[config.mk]
export PLATFORM = sky130hd
export DESIGN_NAME = uart_tx_arbiter
export DESIGN_NICKNAME = d
export VERILOG_FILES = /design/src/rtl/uart_tx_arbiter.sv
export SDC_FILE = /design/constraint.sdc
export NUM_CORES = 1
export LEC_CHECK = 0
export ABC_CLOCK_PERIOD_IN_PS = 5400
export CORE_AREA = 4 4 56 58
export CTS_CLUSTER_SIZE = 30
export DETAILED_ROUTE_END_ITERATION = 16
export DIE_AREA = 0 0 60 62
export PLACE_DENSITY_LB_ADDON = 0.08
export SYNTH_ARGS = -nofsm -noshare
export SYNTH_HDL_FRONTEND = slang
export SYNTH_SLANG_ARGS = --single-unit
[constraint.sdc]
create_clock -name clk -period 5.4 [get_ports clk]
set_input_delay 1.08 -clock clk [delete_from_list [all_inputs] [get_ports clk]]
set_output_delay 1.08 -clock clk [all_outputs]
set_load 0.1 [all_outputs]
[src/rtl/uart_tx_arbiter.sv]
// rtl/uart_tx_arbiter.sv - round-robin arbiter sharing one uart_tx among NUM_REQ byte sources
// Optional busy-rise watchdog: define UART_ARB_TIMEOUT_EN.
module uart_tx_arbiter #(
    parameter int NUM_REQ        = 4,
    parameter int DATA_W         = 8,
    parameter int TIMEOUT_CYCLES = 1024
) (
    input  logic                       clk,
    input  logic                       reset,
    input  logic [NUM_REQ-1:0]         req_valid,
    input  logic [NUM_REQ*DATA_W-1:0]  req_data,
    output logic [NUM_REQ-1:0]         req_ready,
    output logic [DATA_W-1:0]          tx_data,
    output logic                       tx_send,
    input  logic                       tx_busy,
    output logic [$clog2(NUM_REQ)-1:0] grant_id,
    output logic                       arb_busy,
    output logic                       timeout_err
);

    localparam int IDX_W = $clog2(NUM_REQ);

    typedef enum logic [1:0] {
        IDLE    = 2'd0,
        SEND    = 2'd1,
        WAIT_HI = 2'd2,
        WAIT_LO = 2'd3
    } state_t;

    state_t              state_q, state_d;
    logic [IDX_W-1:0]    last_grant_q, last_grant_d;
    logic [IDX_W-1:0]    grant_id_q, grant_id_d;
    logic [DATA_W-1:0]   tx_data_q, tx_data_d;
    logic                tx_send_q, tx_send_d;

    logic                win_found;
    logic [IDX_W-1:0]    win_idx;
    logic [IDX_W-1:0]    cand;
    logic [DATA_W-1:0]   sel_data;
    logic                accept;

`ifdef UART_ARB_TIMEOUT_EN
    localparam int CNT_W = $clog2(TIMEOUT_CYCLES + 1);
    logic [CNT_W-1:0]    cnt_q, cnt_d;
    logic                timeout_err_q, timeout_err_d;
`endif

    // Rotating-priority search starting just after the last served requester
    always_comb begin
        win_found = 1'b0;
        win_idx   = '0;
        cand      = '0;
        for (int k = 1; k <= NUM_REQ; k++) begin
            cand = IDX_W'((int'(last_grant_q) + k) % NUM_REQ);
            if (!win_found && req_valid[cand]) begin
                win_found = 1'b1;
                win_idx   = cand;
            end
        end
    end

    // Byte of the current winner, selected with constant slice bases
    always_comb begin
        sel_data = '0;
        for (int i = 0; i < NUM_REQ; i++) begin
            if (win_idx == IDX_W'(i)) begin
                sel_data = req_data[i*DATA_W +: DATA_W];
            end
        end
    end

    // A grant needs an idle arbiter and a quiet serializer (it may still be finishing after reset)
    assign accept = !reset && (state_q == IDLE) && win_found && !tx_busy;

    // One-hot ready toward the winner only while a transfer can happen this cycle
    always_comb begin
        req_ready = '0;
        if (accept) begin
            req_ready[win_idx] = 1'b1;
        end
    end

    // Next-state and registered-output logic for the capture/send/wait sequence
    always_comb begin
        state_d      = state_q;
        last_grant_d = last_grant_q;
        grant_id_d   = grant_id_q;
        tx_data_d    = tx_data_q;
        tx_send_d    = 1'b0;
`ifdef UART_ARB_TIMEOUT_EN
        cnt_d         = cnt_q;
        timeout_err_d = 1'b0;
`endif
        case (state_q)
            IDLE: begin
                if (accept) begin
                    tx_data_d    = sel_data;
                    grant_id_d   = win_idx;
                    last_grant_d = win_idx;
                    tx_send_d    = 1'b1;
                    state_d      = SEND;
                end
            end
            SEND: begin
                state_d = WAIT_HI;
`ifdef UART_ARB_TIMEOUT_EN
                cnt_d   = '0;
`endif
            end
            WAIT_HI: begin
                if (tx_busy) begin
                    state_d = WAIT_LO;
                end
`ifdef UART_ARB_TIMEOUT_EN
                else if (cnt_q == CNT_W'(TIMEOUT_CYCLES - 1)) begin
                    // Serializer never started: drop the byte, keep the rotation moving
                    state_d       = IDLE;
                    timeout_err_d = 1'b1;
                end else begin
                    cnt_d = cnt_q + 1'b1;
                end
`endif
            end
            WAIT_LO: begin
                if (!tx_busy) begin
                    state_d = IDLE;
                end
            end
            default: state_d = IDLE;
        endcase
    end

    // State and output registers; reset also abandons any frame in flight
    always_ff @(posedge clk or posedge reset) begin
        if (reset) begin
            state_q      <= IDLE;
            last_grant_q <= IDX_W'(NUM_REQ - 1);
            grant_id_q   <= '0;
            tx_data_q    <= '0;
            tx_send_q    <= 1'b0;
        end else begin
            state_q      <= state_d;
            last_grant_q <= last_grant_d;
            grant_id_q   <= grant_id_d;
            tx_data_q    <= tx_data_d;
            tx_send_q    <= tx_send_d;
        end
    end

`ifdef UART_ARB_TIMEOUT_EN
    // Watchdog counter and its expiry pulse
    always_ff @(posedge clk or posedge reset) begin
        if (reset) begin
            cnt_q         <= '0;
            timeout_err_q <= 1'b0;
        end else begin
            cnt_q         <= cnt_d;
            timeout_err_q <= timeout_err_d;
        end
    end

    assign timeout_err = timeout_err_q;
`else
    assign timeout_err = 1'b0;
`endif

    assign tx_data  = tx_data_q;
    assign tx_send  = tx_send_q;
    assign grant_id = grant_id_q;
    assign arb_busy = (state_q != IDLE);

endmodule

==> metrics.md, run 1 <==
| Metric | Value |
|---|---|
| Clk sink count | 15 |
| Die Y | about 62 µm |
| Synth area leaders | dfrtp_1 (30%), mux2i_1 (9.3%), a221o_1 (7.4%) |
| Longest Clk Path Bufs | 2 |
| CP delay by family, top | simple AND/OR/NAND/NOR gates |
| Critical Path RT | 4320 ps |
| DR DRC count | 0 |
| Worst-margin pin slew | between 900 and 1000 ps |
| Max_cap viols | 0 |
| Synth warn | 0 |
| Fillcell total | 243 |
| Die ar. | roughly 3700 µm² |
| Drt pass-1 iters | 4 |
| H-tree level count | 1 |
| RSZ-0062 raised after global routing | false |
| Status | completed |
| WP buf/inv | 2 |
| Share of the synthesized area in the top cell type | between 30 and 40% |
| Yosys cell types | 31 |
| Critical-path top delay cell | nor2_1 |
| Growth of design area from synthesis to finish | 49.88% |
| Setup bufs post-CTS | 0 |
| Peak supply drop | between 0.0003 and 0.0004 V |
| Clock-pin slew on the worst setup and hold paths | approximately 110 ps |
| Cts-stage hold buffer count | 0 |
| Synthesized area | about 1100 µm² |
| Setup TNS | 0 ps |
| Pre-CTS WS | around 1200 ps |
| Crit path cell chain | clkdlybuf4s50_1 > or4_1 > nand3_2 > nor2_1 > and2_1 > buf_4 |
| CP endpoint kind | output port |
| Core region area | ~2700 µm² |
| Crit share post-route | between 70% and 80% |
| Initial DRC count | 29 |
| Avg Vias per Cell | around 5.4 |
| Max-slew violations | 0 |
| Die Wd | about 60 µm |
| Final Skew | ~15 ps |
| Seq/Total Area, Yosys | about a third |
| Setup Crit Path Kind | input pin to output port |
| Antenna violation net count after detailed routing | 0 |
| Clock tree root buffer cell | clkbuf_4 |
| DR vias | roughly 1000 |
| Vias in the first global route | ~940 |
| Total power | roughly 910 µW |
| CP Launch Type | input pin |
| Nets | 201 |
| First-pass GRT wire length | between 4000 and 5000 µm |
| Post-synth top area cell | dfrtp_1 |
| Power Density | between 500 and 600 nW/µm² |
| Syn Nets | about 150 |
| # setup viols final | 0 |
| FP Rows | 19 |
| Setup slack after layout | between 1000 and 1500 ps |
| Commonest non-fill, non-tap cell in the layout | clkdlybuf4s50_1 |
| CTS tree | built |
| Antenna violations before repair | 0 |
| Crit path DAT | 3180 ps |
| Slew HR | 34.98% |
| Starting density of the core | 40.60% |
| Fin crit period | roughly 4300 ps |
| Final hold viol count | 0 |
| Static Leak | just over 0.0007 µW |
| Hold crit path type | register to register |
| Total grt overflow | 0 |
| Clock Latency Late Sink | just under 300 ps |
| I/O pin count | between 50 and 60 |
| Tot GR Track Use | roughly 16% |
| Synth Area per Inst | 10.20 µm² |
| Cts bufs inserted | 3 |
| Pin count of the biggest net entering global routing | 24 |
| Synthesized flop and latch total | 15 |
| Layout cells sized above 1 | between 10% and 20% |
| Wire length reported by the detailed router | between 2000 and 3000 µm |
| Post-cts sizing count | 0 |
| Worst stage delay on the critical path | slightly below 600 ps |
| HPWL Detailed | ~2100 µm |
| WL per Instance | ~15 µm |
| Worst-path fanout max | 13 |
| Port Buf Inserts | 54 |
| Post-Syn Instances | around 110 |
| GPL Wtd Cong | roughly 0.8 |
| N_diodes | 0 |
| FMAX | around 0.23 GHz |
| Most frequent cells in the layout | clkdlybuf4s50_1 (50), nand3_1 (16), dfrtp_1 (13) |
==> logic make-up after synthesis <==
logic type               Yosys count  share of synthesized area, %
flip-flops                        15                         34.95
other                              1                        0.3469
buffers and inverters             13                         7.753
AND/OR/NAND/NOR                   38                         18.17
adder cells (fa/ha/maj)            4                         4.630
AO/OA/AOI/OAI                     16                         13.77
multiplexers                      19                         20.37
==> worst min-delay path, cell delays in order, from the launching register on <==
cell,delay (ps)
dfrtp_1,370
nand2_1,50
nand2_1,60
==> area by class of cell <==
class / count / area, µm² / share of cell area (%)
clock buffer: 3 / 22.52 / 1.390
clock inverter: 1 / 5.005 / 0.3089
inverter: 5 / 18.77 / 1.158
multi-input combinational: 78 / 619.3 / 38.22
sequential: 15 / 377.9 / 23.32
tap: 31 / 38.79 / 2.394
timing repair buffer: 55 / 538.0 / 33.20
==> cells in the mapped netlist (all sizes together) <==
cell type  count
a221o          8
nor3           2
o221a          1
nand2b         1
a21oi          4
nand3b         1
a21o           1
conb           1
a31oi          1
nand3         17
nand2          7
dfrtp         13
mux2i         10
ha             4
clkbuf         1
mux2           9
buf            7
dfstp          2
nor2           6
nor2b          2
and2           1
or4            1
o21ai          1
inv            5
==> power by group <==
| part | switching (µW) | internal (µW) |
|---|---|---|
| Clock | 39.2 | 27.5 |
| Combinational | 435 | 200 |
| Sequential | 37.8 | 169 |
| Total | 512 | 396 |
==> worst paths after layout <==
kind                            startpoint            to  slack (ps)  cells after the start
setup / recovery              req_valid[0]  req_ready[0]        1140                      6
hold / removal                 grant_id[1]   grant_id[1]         510                      2
setup reg to reg           last_grant_q[1]    tx_data[7]        3290                      4
hold reg to reg                grant_id[1]   grant_id[1]         510                      2
max in group asynchronous            reset    state_q[1]        3840                      2
min in group asynchronous            reset   grant_id[1]        1160                      2
==> per-layer routing <==
layer	global-route usage, %	up-vias	wire, µm
met5	0	-	0
met4	5.696	0	27
met3	4.545	2	247
met2	25.00	43	1349
met1	20.84	477	1144
li1	-	489	-
==> flip-flops by register name, summed over array words and instances (netlist names) <==
| register | flops |
|---|---|
| state_q | 2 |
| last_grant_q | 2 |
| grant_id | 2 |
| tx_send | 1 |
| tx_data | 8 |
==> through the flow <==
stage | util, % | hold slack, ps | std cells | instance area, µm²
5_1_grt | 60.86 | 527.1 | 188 | 1620
3_3_place_gp | 59.82 | 490.1 | 184 | 1593
4_1_cts | 60.86 | 509.8 | 188 | 1620
6_report | 60.86 | 505.8 | 188 | 1620
2_1_floorplan | - | 498.6 | 106 | 1081
3_5_place_dp | 59.82 | 484.2 | 184 | 1593
Power figures use the tool's default switching activity.
==> inputs of run 2 (changes only) <==
--- a/config.mk
+++ b/config.mk
@@ -5,11 +5,11 @@
 export SDC_FILE = /design/constraint.sdc
 export NUM_CORES = 1
 export LEC_CHECK = 0
-export ABC_CLOCK_PERIOD_IN_PS = 5400
-export CORE_AREA = 4 4 56 58
+export ABC_CLOCK_PERIOD_IN_PS = 4400
+export CORE_AREA = 4 4 58 60
 export CTS_CLUSTER_SIZE = 30
 export DETAILED_ROUTE_END_ITERATION = 16
-export DIE_AREA = 0 0 60 62
+export DIE_AREA = 0 0 62 64
 export PLACE_DENSITY_LB_ADDON = 0.08
 export SYNTH_ARGS = -nofsm -noshare
 export SYNTH_HDL_FRONTEND = slang
==> constraint.sdc (replaced) <==
create_clock -name clk -period 4.4 [get_ports clk]
set_input_delay 0.88 -clock clk [delete_from_list [all_inputs] [get_ports clk]]
set_output_delay 0.88 -clock clk [all_outputs]
set_load 0.1 [all_outputs]
==> run 2 against run 1 <==
Compared with the run above:
- non-clock buffer count unchanged
- clock skew is 8.1 ps lower
- clock-buffer cell count stayed put
- sequential power rose by 23%
- final cell count up 1.1%
- hold slack gained 4.0 ps
- clock power grew 22%
- first-iteration DRC count rose by 55%
- critical path type unchanged
==> metrics.md, run 2 (synthesis results as in run 1) <==
| Metric | Value |
|---|---|
| Status | completed |
| FP Rows | 20 |
| Combinational power share | between 70 and 80% |
| Commonest non-fill, non-tap cell in the layout | clkdlybuf4s50_1 |
| Critical Path RT | 3520 ps |
| Final hold viol count | 0 |
| Total net switching power | about 630 µW |
| Fin util | a little under three fifths |
| Worst-margin pin slew | 976.9 ps |
| H-tree level count | 1 |
| Cts-stage hold buffer count | 0 |
| DR DRC count | 0 |
| Fillcell total | about 270 |
| Power Density | around 670 nW/µm² |
| Slew HR | 34.67% |
| Reg2Reg Depth | 4 |
| Growth of design area from synthesis to finish | 54.05% |
| Antenna violation net count after detailed routing | 0 |
| Dpl cell area | about 1600 µm² |
| Worst-path fanout max | 13 |
| CP Launch Type | input pin |
| Area of the multi-input gates | ~620 µm² |
| HPWL Detailed | ~2100 µm |
| Setup slack after layout | about 560 ps |
| Longest Clk Path Bufs | 2 |
| I/O pin count | 56 |
| Pre-CTS WS | between 500 and 600 ps |
| Setup TNS | 0 ps |
| Clock share of power | under 10% |
| P_int | ~490 µW |
| Flop pwr share | roughly 23% |
| # setup viols final | 0 |
| Most frequent cells in the layout | clkdlybuf4s50_1 (50), nand3_1 (16), dfrtp_1 (13) |
| Clock Latency Late Sink | approximately 290 ps |
| Layout cells sized above 1 | around 17% |
| Switching Share | between 50% and 60% |
| Core region area | around 2900 µm² |
| Port Buf Inserts | 54 |
| Hold crit path type | register to register |
| Clock tree root buffer cell | clkbuf_4 |
| Fin crit period | approximately 3800 ps |
| Reg-to-reg setup timing slack | between 2000 and 2500 ps |
| Setup bufs post-CTS | 0 |
| First-pass GRT wire length | 4333 µm |
| RSZ-0062 raised after global routing | false |
| Drt pass-1 iters | 4 |
| Crit path DAT | around 3000 ps |
| Clk sink count | 15 |
| Die ar. | slightly below 4000 µm² |
| Wire length reported by the detailed router | between 2000 and 3000 µm |
| Avg Vias per Cell | slightly above 5 |
| Die Y | 64 µm |
| Max-slew violations | 0 |
| Worst flop-to-flop path startpoint | last_grant_q[1] |
| WL per Instance | 14.42 µm |
| Nets | around 200 |
| Tot GR Track Use | 14.31% |
| Critical path endpoint | req_ready[0] |
| Peak supply drop | between 0.0004 and 0.0005 V |
| GPL Wtd Cong | 0.7180 |
| N_diodes | 0 |
| Starting density of the core | a little under two fifths |
| Cts bufs inserted | 3 |
| Initial DRC count | between 40 and 50 |
| Static Leak | roughly 0.00071 µW |
| Post-cts sizing count | 0 |
| Finished layout cell area | about 1700 µm² |
| Final Skew | 7.199 ps |
| Die Wd | between 60 and 70 µm |
| Max_cap viols | 0 |
| Clock-pin slew on the worst setup and hold paths | about 100 ps |
| Vias in the first global route | between 900 and 1000 |
| Total power | between 1000 and 1500 µW |
| CP endpoint kind | output port |
| Reg-to-Reg End | tx_data[6] |
| FMAX | between 0.2 and 0.3 GHz |
| DR vias | a little under 1000 |
| Pin count of the biggest net entering global routing | 24 |
| CP startpoint | req_valid[3] |
| Crit share post-route | approximately 87% |
| Setup Crit Path Kind | input pin to output port |
| Sequential cell area | ~380 µm² |
| CTS tree | built |
| Total grt overflow | 0 |
| Number of flip-flops in the largest register | 8 |
| Antenna violations before repair | 0 |
==> run 2: changes by cell type in the layout (fill, tap and decap cells not counted) <==
| cell | change |
|---|---|
| nor3_1 | -1 |
| buf_4 | -3 |
| nor3_2 | +1 |
| buf_12 | +3 |
==> run 2: worst min path at each step <==
stage	endpoint	slack, ps	start	cells after the start
after floorplan	last_grant_q[0]	500	last_grant_q[0]	2
after global placement	grant_id[1]	470	grant_id[1]	2
after detailed placement	grant_id[1]	500	grant_id[1]	2
after CTS	last_grant_q[1]	520	last_grant_q[1]	2
after global routing	last_grant_q[1]	550	last_grant_q[1]	2
final	grant_id[1]	510	grant_id[1]	2
==> run 2: metrics by stage <==
stage | hold slack (ps) | std cells
floorplan | 498.6 | 106
global placement | 465.3 | 186
detailed placement | 501.3 | 186
CTS | 521.4 | 190
global route | 546.5 | 190
finish | 509.8 | 190
==> run 2: metal layers <==
metal | vias up | share of wire, % | GRT usage [%] | wire (µm)
met5 | - | 0 | 0 | 0
met4 | 0 | 0.73 | 2.387 | 20
met3 | 2 | 7.3 | 4.444 | 199
met2 | 31 | 49 | 22.93 | 1340
met1 | 448 | 43 | 18.81 | 1178
li1 | 485 | - | - | -
==> run 2: area by class of cell <==
class,instances,share of cell area [%]
Clock buffer,3,1.352
Clock inverter,1,0.3005
Inverter,5,1.127
Multi-Input combinational cell,78,37.49
Sequential cell,15,22.69
Tap cell,33,2.479
Timing Repair Buffer,55,34.56
==> run 2: power by group through the flow <==
stage | sequential (µW) | clock (µW) | combinational [µW]
after floorplan | 550 | 0 | 322
after global placement | 255 | 0 | 784
after detailed placement | 256 | 0 | 790
after CTS | 255 | 84.6 | 791
after global routing | 264 | 90.2 | 829
final | 253 | 81.7 | 783
==> run 2: worst max-delay path: stages <==
cell             delay, ps
clkdlybuf4s50_1        560
or4_1                  180
nand3_2                270
nor2_1                 600
and2_1                 270
buf_12                 180
==> inputs of run 3 (changes only) <==
--- a/config.mk
+++ b/config.mk
@@ -5,11 +5,11 @@
 export SDC_FILE = /design/constraint.sdc
 export NUM_CORES = 1
 export LEC_CHECK = 0
-export ABC_CLOCK_PERIOD_IN_PS = 4400
-export CORE_AREA = 4 4 58 60
+export ABC_CLOCK_PERIOD_IN_PS = 4800
+export CORE_AREA = 4 4 56 58
 export CTS_CLUSTER_SIZE = 30
 export DETAILED_ROUTE_END_ITERATION = 16
-export DIE_AREA = 0 0 62 64
+export DIE_AREA = 0 0 60 62
 export PLACE_DENSITY_LB_ADDON = 0.08
 export SYNTH_ARGS = -nofsm -noshare
 export SYNTH_HDL_FRONTEND = slang
==> constraint.sdc (replaced) <==
create_clock -name clk -period 4.8 [get_ports clk]
set_input_delay 0.96 -clock clk [delete_from_list [all_inputs] [get_ports clk]]
set_output_delay 0.96 -clock clk [all_outputs]
set_load 0.1 [all_outputs]
==> run 3 against run 2 <==
Compared with the run above:
- via count grew 2.9%
- sequential cell count stayed put
- routed wire length is 4.0% lower
- sequential share of layout area is 0.10 points higher
- total power fell by 8.9%
- clock power is 14% lower
- clock skew is 3.1 ps lower
- clock-buffer cell count unchanged
- critical path depth is 1 higher
==> metrics.md, run 3 (synthesis results as in run 1) <==
| Metric | Value |
|---|---|
| Setup Crit Path Kind | input pin to output port |
| H-tree level count | 1 |
| Longest Clk Path Bufs | 2 |
| Tot GR Track Use | around 15% |
| Critical Path RT | about 3800 ps |
| CP delay by family, top | simple AND/OR/NAND/NOR gates |
| FP Rows | 19 |
| CTS tree | built |
| CP Launch Type | input pin |
| Metal2 WL | 1291 µm |
| Final Skew | just over 4 ps |
| Clock-pin slew on the worst setup and hold paths | approximately 90 ps |
| Clock Latency Late Sink | about 280 ps |
| WL per Instance | around 14 µm |
| Worst-margin pin slew | 981.2 ps |
| Layout cells sized above 1 | between 15 and 20% |
| Crit path DAT | 2990 ps |
| Die Y | approximately 62 µm |
| Commonest non-fill, non-tap cell in the layout | clkdlybuf4s50_1 |
| First-pass GRT wire length | ~4200 µm |
| Initial DRC count | 11 |
| Fin crit period | roughly 4000 ps |
| WP buf/inv | 3 |
| Number of flip-flops in the largest register | 8 |
| Cts bufs inserted | 3 |
| Vias in the first global route | 964 |
| Starting density of the core | just over 40% |
| Top sig layer | met4 |
| Peak supply drop | approximately 0.00051 V |
| Setup bufs post-CTS | 0 |
| DR DRC count | 0 |
| Post-cts sizing count | 0 |
| Avg Vias per Cell | around 5.3 |
| DR vias | around 1000 |
| Crit path cell chain | clkdlybuf4s50_1 > or4_1 > nand3_2 > inv_2 > nand2_1 > nor2_1 > buf_12 |
| Met3 routed WL | roughly 230 µm |
| Fillcell total | about 240 |
| Status | completed |
| FMAX | about 0.25 GHz |
| Power Density | approximately 610 nW/µm² |
| Final hold viol count | 0 |
| Slew HR | between 30 and 40% |
| Core region area | around 2700 µm² |
| CP endpoint kind | output port |
| Clock tree root buffer cell | clkbuf_4 |
| Wire length reported by the detailed router | around 2600 µm |
| WL met1 | 1087 µm |
| N_diodes | 0 |
| Drt pass-1 iters | 4 |
| I/O pin count | 56 |
| Most frequent cells in the layout | clkdlybuf4s50_1 (50), nand3_1 (16), dfrtp_1 (13) |
| Antenna violation net count after detailed routing | 0 |
| Total grt overflow | 0 |
| Port Buf Inserts | 54 |
| Static Leak | roughly 0.00071 µW |
| Setup TNS | 0 ps |
| Worst-path fanout max | 23 |
| Growth of design area from synthesis to finish | 53.36% |
| Max-slew violations | 0 |
| Nets | around 200 |
| Antenna violations before repair | 0 |
| Total power | 1019 µW |
| RSZ-0062 raised after global routing | false |
| Cts-stage hold buffer count | 0 |
| Clk sink count | 15 |
| Reg-to-reg setup timing slack | 2670 ps |
| Pin count of the biggest net entering global routing | 24 |
| Die Wd | 60 µm |
| Max_cap viols | 0 |
| # setup viols final | 0 |
| Hold crit path type | register to register |
| Area of the multi-input gates | roughly 620 µm² |
| HPWL Detailed | 2040 µm |
| Crit share post-route | between 80% and 90% |
| Die ar. | 3720 µm² |
| Worst stage delay on the critical path | just under 600 ps |
| Critical-path top delay cell | or4_1 |
| GPL Wtd Cong | roughly 0.83 |
| Sequential cell area | 377.9 µm² |
==> run 3: worst min-delay path, cell delays in order, from the launching register on <==
cell     delay (ps)
dfrtp_1         370
nand2_1          60
nand2_1          60
==> run 3: path summary, 6_finish.rpt <==
check,from,end,depth (start not counted)
setup / recovery,req_valid[3],req_ready[3],7
hold / removal,grant_id[1],grant_id[1],2
setup reg to reg,last_grant_q[1],tx_data[7],4
hold reg to reg,grant_id[1],grant_id[1],2
max in group asynchronous,reset,last_grant_q[1],2
min in group asynchronous,reset,grant_id[1],2
==> run 3: per-stage QoR <==
stage	hold slack, ps	util (%)	area [µm²]	instances	setup WS (ps)
after floorplan	498.6	-	1081	106	92.88
after global placement	492.1	61.23	1630	184	900.9
after detailed placement	494.3	61.23	1630	184	861.0
after CTS	517.5	62.27	1658	188	850.5
after global routing	541.5	62.27	1658	188	732.0
final	515.2	62.27	1658	188	847.0
==> run 3: layout make-up <==
| class | count | share of cell area [%] |
|---|---|---|
| Tap cell | 31 | 2.340 |
| Clock buffer | 3 | 1.358 |
| Sequential cell | 15 | 22.79 |
| Inverter | 5 | 1.132 |
| Clock inverter | 1 | 0.3019 |
| Multi-Input combinational cell | 78 | 37.36 |
| Timing Repair Buffer | 55 | 34.72 |
==> run 3: layer usage <==
metal  vias to the layer above  global-route usage, %
met5                         -                      0
met4                         0                  4.747
met3                         2                  4.545
met2                        32                  25.93
met1                       474                  17.49
li1                        486                      -
==> run 3: power breakdown <==
part	switching [µW]	leakage, µW	internal (µW)
combinational	489	0.000512	229
clock	39.5	0.0000177	30.9
sequential	40.2	0.000182	190
==> edit 1: new RTL, flow settings as in run 1 <==
Re-encode `state_t` (4 states) as Gray code, 2 bits wide.
--- a/src/rtl/uart_tx_arbiter.sv
+++ b/src/rtl/uart_tx_arbiter.sv
@@ -21,10 +21,10 @@
     localparam int IDX_W = $clog2(NUM_REQ);
 
     typedef enum logic [1:0] {
-        IDLE    = 2'd0,
-        SEND    = 2'd1,
-        WAIT_HI = 2'd2,
-        WAIT_LO = 2'd3
+        IDLE    = 2'b00,
+        SEND    = 2'b01,
+        WAIT_HI = 2'b11,
+        WAIT_LO = 2'b10
     } state_t;
 
     state_t              state_q, state_d;
Formal check against the unedited RTL: same outputs for any inputs over 10 cycles, from zero or initial values and one cycle with reset high; not proved beyond that.
==> edit 1 against run 1 <==
  * Clock skew decreased by 8.5 ps
  * Sequential cell count unchanged
  * Design area shrank 4.5%
  * Core utilization fell by 2.7 points
  * First-iteration DRC count decreased by 3.4%
  * Worst setup slack got worse by 190 ps
  * Cell count fell by 4.3%
  * Synthesized area down 8.0%
  * Power fell by 2.8%
  * Wire length is 6.3% lower
  * Global-route usage down 0.93 points
  * Critical path type unchanged
  * Critical endpoint unchanged
  * Largest cell class unchanged
  * Largest power group unchanged
  * Highest routed layer unchanged
==> edit 1: results <==
[status]
outcome = completed

[global_routing]
grt_pass1_wl_um = 4220
grt_max_degree = 23
grt_pass1_vias = 989
grt_use_total_pct = 15.0
use_met1_pct = 19.3

[synth]
ys_top_cells_by_area = dfrtp_1 33%, mux2i_1 9.1%, a221o_1 8.1%
yosysSeqAreaShare_pct = 38.0
ys_top_cells_by_count = 16 x nand3_1, 13 x dfrtp_1, 10 x nand2_1

[routing]
vias_per_cell = 5.20
wl_met2_um = 1190
drt-initial-drc-count = 28
routed_wl_um = 2590
dr_wl_met3_um = 227

[sta]
slew_headroom_pct = 34.8

[power]
switching_share_pct = 56.8

[worst_setup_path]
startpoint = req_valid[3]
cp_slowest_cell = a31oi_2
path_max_fanout = 19
r2r_slack_ps = 3130
slowest_delay_ps = 730
cp_top_family = buffers and inverters

[layout]
drive_gt1_share_pct = 17.4
nets = 189

[placement]
gp_congestion = 0.700

[clock_network]
clk_pin_slew_worst_paths_ps = 80
## edit 1: cell families after synthesis
family	Yosys count	synth area share (%)
multiplexers	17	20.0
AND/OR/NAND/NOR	40	20.1
buffers and inverters	10	5.78
other	1	0.377
flip-flops	15	38.0
AO/OA/AOI/OAI	15	15.7
## edit 1: tightest hold or removal path, cell delays in order (launching register included)
cell and delay (ps):
dfrtp_1 350, nand2_1 50, nand2_1 50
## edit 1: cell type report
type,count,area [um^2],share of cell area [%]
Sequential cell,15,378,24.4
Inverter,2,7.51,0.485
Tap cell,31,38.8,2.51
Timing Repair Buffer,55,538,34.8
Clock buffer,4,26.3,1.70
Multi-Input combinational cell,73,559,36.1
## edit 1: how the worst max path moves through the flow
stage / end / cells after the start
2_1_floorplan: req_ready[1] / 6
3_3_place_gp: req_ready[0] / 6
3_5_place_dp: req_ready[0] / 6
4_1_cts: req_ready[0] / 6
5_1_grt: req_ready[0] / 6
6_report: req_ready[0] / 6
## edit 1: per-stage QoR
step | setup slack [ps] | cells | hold slack, ps | utilization [%]
after floorplan | 453 | 98 | 472 | -
after global placement | 1030 | 176 | 461 | 57.1
after detailed placement | 964 | 176 | 463 | 57.1
after CTS | 951 | 180 | 484 | 58.1
after global routing | 757 | 180 | 527 | 58.1
final | 950 | 180 | 478 | 58.1
## edit 1: power groups by stage
| stage | logic [mW] | clock network, mW | registers [mW] |
|---|---|---|---|
| after floorplan | 0.238 | 0 | 0.452 |
| after global placement | 0.616 | 0 | 0.203 |
| after detailed placement | 0.621 | 0 | 0.205 |
| after CTS | 0.622 | 0.0651 | 0.203 |
| after global routing | 0.647 | 0.0701 | 0.211 |
| final | 0.618 | 0.0621 | 0.203 |
==> edit 2: new RTL, flow settings as in run 1 <==
Made on the original files. Change the parameter `DATA_W` from 8 to 10.
--- a/src/rtl/uart_tx_arbiter.sv
+++ b/src/rtl/uart_tx_arbiter.sv
@@ -2,7 +2,7 @@
 // Optional busy-rise watchdog: define UART_ARB_TIMEOUT_EN.
 module uart_tx_arbiter #(
     parameter int NUM_REQ        = 4,
-    parameter int DATA_W         = 8,
+    parameter int DATA_W         = 10,
     parameter int TIMEOUT_CYCLES = 1024
 ) (
     input  logic                       clk,
Interface: changed (resized req_data and tx_data); port bits go from 56 to 66. No check against the original RTL was run, so the function may have changed too.
==> edit 2 against run 1 <==
  * Worst hold slack worse by 7.9 ps
  * Non-clock buffer count is 10 higher
  * Worst setup slack worse by 290 ps
  * Wire length is 32% higher
  * Sequential cell count is 2 higher
  * Synthesized area is 21% higher
  * Power is 17% higher
  * Design area is 22% higher
==> edit 2: results <==
[synth]
synthCells = 136
syn_nets = 187
ys_top_cells_by_count = 15 x dfrtp_1, 14 x nand2_1, 11 x mux2i_1
ys_top_cells_by_area = dfrtp_1 29%, mux2i_1 8.4%, a21bo_2 7.6%

[sta]
worst_pin_slew_ps = 987
period_share_pct = 84.3
worst_clock_skew_ps = 7.45

[worst_setup_path]
regToRegEndpoint = tx_data[2]
crit_arrival_ps = 3470
worst-r2r-cell-count = 5
r2r_slack_ps = 3050
cp_slowest_cell = o21ai_1
startpoint = req_valid[3]
path_max_fanout = 15
endpoint = req_ready[1]
slowest_delay_ps = 570

[global_routing]
grt_use_total_pct = 20.5
use_met1_pct = 26.7
grtUsageMet3_pct = 3.10
gr-usage-met2_pct = 34.7

[routing]
dr_wl_met3_um = 290
drt-initial-drc-count = 72
wl_met2_um = 1830
met1_length_um = 1480
routed_wl_um = 3640

[placement]
hpwl_um = 2910
dp.cells = 222
placed_area_um2 = 1950
post-place-ws_ps = 891

[layout]
nets = 247

[power]
vdd_ir_drop_max_mv = 0.436
leakage_nw = 0.852

[status]
outcome = completed
## edit 2: power breakdown
group	internal [mW]	leakage (nW)	switching (mW)
Clock	0.0287	0.0150	0.0398
Sequential	0.190	0.207	0.0370
Combinational	0.228	0.630	0.541
Total	0.447	0.852	0.618
## edit 2: final cells by class
| type | instances | area (um^2) |
|---|---|---|
| multi-input cells | 103 | 797 |
| repair buffers | 65 | 663 |
| well taps | 31 | 38.8 |
| fillers | 200 | 684 |
| inverters | 6 | 25.0 |
| flip-flops and latches | 17 | 428 |
| clock buffers | 4 | 26.3 |
## edit 2: kinds of logic (layout without fill, tap and decap cells)
kind of cell | after synthesis | in the layout | share of synthesized area (%)
and+or+nand+nor | 46 | 46 | 19.4
AOI/OAI and AO/OA | 40 | 40 | 27.9
DFF | 17 | 17 | 32.6
buffers and inverters | 16 | 75 | 6.67
muxes | 12 | 12 | 9.25
adders and majority gates | 4 | 4 | 3.81
other | 1 | 1 | 0.286
